`src/rtl/exe_div_seq_if.sv`:
```
// Handshake/bus bundle between the execute stage and the divide sequencer.
// master: id_exe/ctrl side driving requests; slave: the sequencer.
interface exe_div_seq_if #(
  parameter int XLEN      = 32,
  parameter int REGADDR_W = 5
);
  logic                 start_i;
  logic [1:0]           op_i;
  logic [XLEN-1:0]      op1_i;
  logic [XLEN-1:0]      op2_i;
  logic [REGADDR_W-1:0] reg_waddr_i;
  logic                 flush_i;
  logic                 stall_o;
  logic                 busy_o;
  logic                 done_o;
  logic                 reg_we_o;
  logic [REGADDR_W-1:0] reg_waddr_o;
  logic [XLEN-1:0]      reg_wdata_o;

  modport master (
    output start_i, op_i, op1_i, op2_i, reg_waddr_i, flush_i,
    input  stall_o, busy_o, done_o, reg_we_o, reg_waddr_o, reg_wdata_o
  );

  modport slave (
    input  start_i, op_i, op1_i, op2_i, reg_waddr_i, flush_i,
    output stall_o, busy_o, done_o, reg_we_o, reg_waddr_o, reg_wdata_o
  );
endinterface

```
`src/rtl/exe_div_seq.sv`:
```
// Multi-cycle RV32M divide/remainder sequencer (radix-2 restoring).
// Magnitudes are divided unsigned; signs are fixed up in a single FIX cycle.
// Divide-by-zero and signed overflow bypass the iteration and finish next cycle.
module exe_div_seq #(
  parameter int XLEN      = 32,
  parameter int REGADDR_W = 5
) (
  input logic         clk_i,
  input logic         rst_i,
  exe_div_seq_if.slave dif
);
  localparam int CW = $clog2(XLEN);
  localparam logic [XLEN-1:0] MIN_NEG = {1'b1, {(XLEN-1){1'b0}}};

  typedef enum logic [1:0] {IDLE, CALC, FIX, DONE} state_e;

  state_e               state, state_n;
  logic                 accept, fast, div0, ovf, is_signed;
  logic                 sel_rem, sign1, sign2;
  logic [CW-1:0]        cnt;
  logic [XLEN-1:0]      dvd, dvs, rem;
  logic [REGADDR_W-1:0] waddr_q;
  logic [XLEN:0]        pr, diff;
  logic [XLEN-1:0]      q_fix, r_fix;

  assign is_signed = ~dif.op_i[0];
  assign div0      = (dif.op2_i == '0);
  assign ovf       = is_signed & (dif.op1_i == MIN_NEG) & (dif.op2_i == '1);
  assign fast      = div0 | ovf;

  // Partial remainder keeps the full previous remainder plus the next dividend
  // bit (XLEN+1 bits), so divisors above 2^(XLEN-1) are still handled exactly.
  assign pr    = {rem, dvd[XLEN-1]};
  assign diff  = pr - {1'b0, dvs};
  assign q_fix = (sign1 ^ sign2) ? -dvd : dvd;
  assign r_fix = sign1 ? -rem : rem;

  // State register.
  always_ff @(posedge clk_i or negedge rst_i) begin
    if (!rst_i) state <= IDLE;
    else        state <= state_n;
  end

  // Next state and handshake outputs.
  always_comb begin
    state_n     = state;
    accept      = 1'b0;
    dif.stall_o = 1'b0;
    dif.done_o  = 1'b0;
    dif.reg_we_o = 1'b0;
    dif.busy_o  = (state != IDLE);
    unique case (state)
      IDLE: if (dif.start_i && !dif.flush_i) begin
        accept      = 1'b1;
        dif.stall_o = rst_i;
        state_n     = fast ? DONE : CALC;
      end
      CALC: begin
        dif.stall_o = 1'b1;
        if (dif.flush_i)     state_n = IDLE;
        else if (cnt == '0)  state_n = FIX;
      end
      FIX: begin
        dif.stall_o = 1'b1;
        state_n     = dif.flush_i ? IDLE : DONE;
      end
      DONE: begin
        dif.done_o   = 1'b1;
        dif.reg_we_o = (dif.reg_waddr_o != '0) & ~dif.flush_i;
        state_n      = IDLE;
      end
      default: state_n = IDLE;
    endcase
  end

  // Operand latch, restoring iteration and result/writeback registers.
  always_ff @(posedge clk_i or negedge rst_i) begin
    if (!rst_i) begin
      sel_rem         <= 1'b0;
      sign1           <= 1'b0;
      sign2           <= 1'b0;
      cnt             <= '0;
      dvd             <= '0;
      dvs             <= '0;
      rem             <= '0;
      waddr_q         <= '0;
      dif.reg_waddr_o <= '0;
      dif.reg_wdata_o <= '0;
    end else begin
      if (accept) begin
        sel_rem <= dif.op_i[1];
        sign1   <= is_signed & dif.op1_i[XLEN-1];
        sign2   <= is_signed & dif.op2_i[XLEN-1];
        dvd     <= (is_signed & dif.op1_i[XLEN-1]) ? -dif.op1_i : dif.op1_i;
        dvs     <= (is_signed & dif.op2_i[XLEN-1]) ? -dif.op2_i : dif.op2_i;
        rem     <= '0;
        cnt     <= CW'(XLEN-1);
        waddr_q <= dif.reg_waddr_i;
        if (fast) begin
          dif.reg_waddr_o <= dif.reg_waddr_i;
          if (div0) dif.reg_wdata_o <= dif.op_i[1] ? dif.op1_i : '1;
          else      dif.reg_wdata_o <= dif.op_i[1] ? '0 : MIN_NEG;
        end
      end
      if (state == CALC && !dif.flush_i) begin
        // Quotient bits shift into the vacated low end of the dividend.
        rem <= diff[XLEN] ? pr[XLEN-1:0] : diff[XLEN-1:0];
        dvd <= {dvd[XLEN-2:0], ~diff[XLEN]};
        cnt <= cnt - 1'b1;
      end
      if (state == FIX && !dif.flush_i) begin
        dif.reg_wdata_o <= sel_rem ? r_fix : q_fix;
        dif.reg_waddr_o <= waddr_q;
      end
    end
  end
endmodule

```
`src/flat_wrapper.sv`:
```
// flat-port wrapper written by rule: the top's interface ports become plain ports
module exe_div_seq_flat 
#(
  parameter int XLEN      = 32,
  parameter int REGADDR_W = 5
)
  (clk_i, rst_i, dif_start_i, dif_op_i, dif_op1_i, dif_op2_i, dif_reg_waddr_i, dif_flush_i, dif_stall_o, dif_busy_o, dif_done_o, dif_reg_we_o, dif_reg_waddr_o, dif_reg_wdata_o);
  exe_div_seq_if #(.XLEN(XLEN), .REGADDR_W(REGADDR_W)) dif_i ();
  input logic clk_i;
  input logic rst_i;
  input wire logic [$bits(dif_i.start_i)-1:0] dif_start_i;
  input wire logic [$bits(dif_i.op_i)-1:0] dif_op_i;
  input wire logic [$bits(dif_i.op1_i)-1:0] dif_op1_i;
  input wire logic [$bits(dif_i.op2_i)-1:0] dif_op2_i;
  input wire logic [$bits(dif_i.reg_waddr_i)-1:0] dif_reg_waddr_i;
  input wire logic [$bits(dif_i.flush_i)-1:0] dif_flush_i;
  output wire logic [$bits(dif_i.stall_o)-1:0] dif_stall_o;
  output wire logic [$bits(dif_i.busy_o)-1:0] dif_busy_o;
  output wire logic [$bits(dif_i.done_o)-1:0] dif_done_o;
  output wire logic [$bits(dif_i.reg_we_o)-1:0] dif_reg_we_o;
  output wire logic [$bits(dif_i.reg_waddr_o)-1:0] dif_reg_waddr_o;
  output wire logic [$bits(dif_i.reg_wdata_o)-1:0] dif_reg_wdata_o;
  assign dif_i.start_i = dif_start_i;
  assign dif_i.op_i = dif_op_i;
  assign dif_i.op1_i = dif_op1_i;
  assign dif_i.op2_i = dif_op2_i;
  assign dif_i.reg_waddr_i = dif_reg_waddr_i;
  assign dif_i.flush_i = dif_flush_i;
  assign dif_stall_o = dif_i.stall_o;
  assign dif_busy_o = dif_i.busy_o;
  assign dif_done_o = dif_i.done_o;
  assign dif_reg_we_o = dif_i.reg_we_o;
  assign dif_reg_waddr_o = dif_i.reg_waddr_o;
  assign dif_reg_wdata_o = dif_i.reg_wdata_o;
  exe_div_seq #(.XLEN(XLEN), .REGADDR_W(REGADDR_W)) u_core (.clk_i(clk_i), .rst_i(rst_i), .dif(dif_i));
endmodule
```
`config.mk`:
```
export PLATFORM = sky130hd
export DESIGN_NAME = exe_div_seq_flat
export DESIGN_NICKNAME = d
export VERILOG_FILES = /design/src/rtl/exe_div_seq_if.sv /design/src/rtl/exe_div_seq.sv /design/src/flat_wrapper.sv
export SDC_FILE = /design/constraint.sdc
export NUM_CORES = 1
export LEC_CHECK = 0
export CORE_UTILIZATION = 50
export DETAILED_ROUTE_END_ITERATION = 12
export PLACE_DENSITY_LB_ADDON = 0.2
export SLEW_MARGIN = 20
export SYNTH_ARGS = -nofsm -noshare
export SYNTH_HDL_FRONTEND = slang
export SYNTH_SLANG_ARGS = --single-unit
export TNS_END_PERCENT = 50
```
`constraint.sdc`:
```
create_clock -name clk_i -period 9.6 [get_ports clk_i]
set_input_delay 1.44 -clock clk_i [delete_from_list [all_inputs] [get_ports clk_i]]
set_output_delay 1.44 -clock clk_i [all_outputs]
set_load 0.01 [all_outputs]
```
==> flow_metrics.env <==
export IMPL_status="completed"
export IMPL_stdcell_count=1724
export IMPL_p_total_mw=3.79
export IMPL_die_h_um=152
export IMPL_post_dp_cell_area_um2=12500
export IMPL_wl_per_cell_um=18.3
export IMPL_min_path_type="flip-flop to flip-flop"
export IMPL_met3WireLength_um=2220
export IMPL_ys_seq_area_share_pct=33.1
export IMPL_syn_nets=1480
export IMPL_drtPass1Iterations=5
export IMPL_crit_type="input port to flip-flop"
export IMPL_grtUsageTotal_pct=28.3
export IMPL_synth_enable_flop_cells=0
export IMPL_die_area_um2=23000
export IMPL_syn_inst=1361
export IMPL_initial_core_util_pct=51.2
export IMPL_rsz0062_at_grt="no"
export IMPL_io_buffers=115
export IMPL_tightest_slew_ns=1.13
export IMPL_postLayoutSetupSlackWorst_ns=4.72
export IMPL_min_period_ns=4.88
export IMPL_synth_top_area_share_pct=33.1
export IMPL_cts_buffer_depth=2
export IMPL_skew_ns=0.00909
export IMPL_synth_seq_cells=148
export IMPL_cts_sinks=148
export IMPL_wl_met2_um=14600
export IMPL_drc=0
export IMPL_nets=1550
export IMPL_tritoncts="built"
export IMPL_grt_pass1_vias=9828
export IMPL_fmax_mhz=205
export IMPL_final_area_um2=13200
export IMPL_max_slew_margin_pct=24.8
export IMPL_cts_hold_buf=0
export IMPL_drt_iter0_drc=856
export IMPL_synthArstFlopShare_pct=100
export IMPL_vias=10400
export IMPL_synth_flop_cell="dfrtp_1"
export IMPL_clk_root_buffer_cell="clkbuf_16"
export IMPL_hpwl_um=23100
export IMPL_globalplace_congestion=0.911
export IMPL_cts_buffers=17
export IMPL_arrival_ns=5.18
export IMPL_cts_htree_levels=4
export IMPL_drtAntennaViolNets=0
export IMPL_setup_viol=0
export IMPL_area_growth_syn_to_layout_pct=17.4
export IMPL_yosysTopAreaCell="dfrtp_1"
export IMPL_n_antenna_cell=0
export IMPL_post_cts_resized=0
export IMPL_final_common_cell="nand2_1"
export IMPL_io_pins=116
export IMPL_fin_tns_setup_ns=0
export IMPL_leakagePower_nw=5.66
export IMPL_vdd_drop_max_mv=0.105
export IMPL_ys_warn_count=0
export IMPL_holdWs_ns=0.475
export IMPL_synth_cell_type_count=70
export IMPL_drv_cap=0
export IMPL_avgSynthCellArea_um2=8.23
export IMPL_worst_setup_path_end_kind="flip-flop"
export IMPL_core_um2=21900
export IMPL_finalMaxSlewViolations=0
export IMPL_clkTransAtPathRegs_ns=0.06
export IMPL_synth_area_leaders="dfrtp_1 (33%), xnor2_1 (5.9%), xor2_1 (5.6%), o21ai_0 (5.5%), nand2_1 (5.3%)"
export IMPL_routed_wirelength_um=31600
export IMPL_seqCellArea_um2=3700
export IMPL_power_density_nw_per_um2=288
export IMPL_final_cell_mix="nand2_1 (159), dfrtp_1 (148), o21ai_0 (123)"
export IMPL_top_layer_used="met4"
export IMPL_final_util_pct=60.1
export IMPL_rows=54
export IMPL_overflow=0
export IMPL_finalHoldViolCount=0
export IMPL_clock_latency_ns=0.43
export IMPL_multi_input_area_um2=6990
export IMPL_die_w_um=152
export IMPL_finalCritPeriodShare_pct=50.8
export IMPL_grt_max_degree=73
export IMPL_drt_met1_wl_um=14300
export IMPL_grt_pass1_wl_um=50700
export IMPL_drive_gt1_share_pct=5.19
export IMPL_cts_setup_buffers=0
export IMPL_antenna_found_initial=0
export IMPL_syn_cell_area_um2=11200
export IMPL_startpoint_type="input port"
export IMPL_cp_required_ns=9.90
export IMPL_fillers=1983
export IMPL_place_inst=1692
export IMPL_cp_max_fo=58
export IMPL_vias_per_cell=6.01
export IMPL_post_place_ws_ns=4.28
-- logic make-up (layout without fill, tap and decap cells) --
kind of cell	after synthesis	after routing	share of synthesized area [%]
AND/OR/NAND/NOR	433	433	19.3
AO/OA/AOI/OAI	418	418	23.2
flip-flops	148	148	33.1
XOR/XNOR	146	146	11.4
buffers and inverters	136	219	4.86
adder cells (fa/ha/maj)	44	44	4.98
multiplexers	36	36	3.24
-- layout make-up --
| class | count | area share (%) |
|---|---|---|
| inverters | 61 | 1.74 |
| clock buffers | 19 | 3.37 |
| multi-input cells | 1077 | 53.1 |
| flip-flops and latches | 148 | 28.2 |
| well taps | 280 | 2.66 |
| repair buffers | 126 | 9.39 |
| clock inverters | 13 | 1.56 |
-- report_power, final --
group          leakage, nW  internal, mW  total (mW)  switching [mW]
Combinational         3.49         0.830        1.93            1.10
Sequential            1.86         0.866        1.12           0.256
Clock                0.309         0.468       0.741           0.273
Total                 5.66          2.16        3.79            1.63
-- sequential cells by signal, indices dropped and copies added (netlist names) --
signal	flops
u_core.dif.reg_waddr_o	5
u_core.dif.reg_wdata_o	32
u_core.rem	32
u_core.state	2
u_core.cnt	5
u_core.waddr_q	5
u_core.sign2	1
u_core.sign1	1
u_core.sel_rem	1
u_core.dvd	32
u_core.dvs	32
-- cell usage after synthesis (20+ instances only) --
| cell | number |
|---|---|
| a21oi_1 | 106 |
| clkbuf_1 | 61 |
| dfrtp_1 | 148 |
| ha_1 | 43 |
| inv_1 | 61 |
| mux2i_1 | 34 |
| nand2_1 | 159 |
| nand2b_1 | 20 |
| nor2_1 | 101 |
| nor3_1 | 26 |
| o21ai_0 | 123 |
| o22ai_1 | 28 |
| o31ai_1 | 31 |
| xnor2_1 | 75 |
| xor2_1 | 71 |
-- metal layers --
metal	global-route usage, %	up-vias
li1	-	5028
met1	38.0	4904
met2	45.9	388
met3	5.51	45
met4	8.37	0
met5	0	-
-- worst paths after layout --
path,end,start,slack [ns],cells after the start
worst min-delay path,u_core.dif.reg_wdata_o[25],u_core.dif.reg_wdata_o[25],0.48,2
worst max-delay path,u_core.dif.reg_wdata_o[22],dif_op2_i[2],4.72,9
worst min register to register,u_core.dif.reg_wdata_o[25],u_core.dif.reg_wdata_o[25],0.48,2
max in group asynchronous,u_core.dvs[26],rst_i,7.47,2
min in group asynchronous,u_core.dif.reg_wdata_o[4],rst_i,0.88,1
worst max register to register,u_core.rem[3],u_core.dvd[31],5.66,13
-- critical path, stage by stage --
cell,delay (ns)
clkdlybuf4s50_1,0.49
or3_1,0.45
nor4b_4,0.38
and2_0,0.38
nand2_2,0.16
nor4_4,0.62
nor2_1,0.17
o21a_2,0.58
a221o_1,0.50
Note: power is estimated with default switching activity, not from simulation.
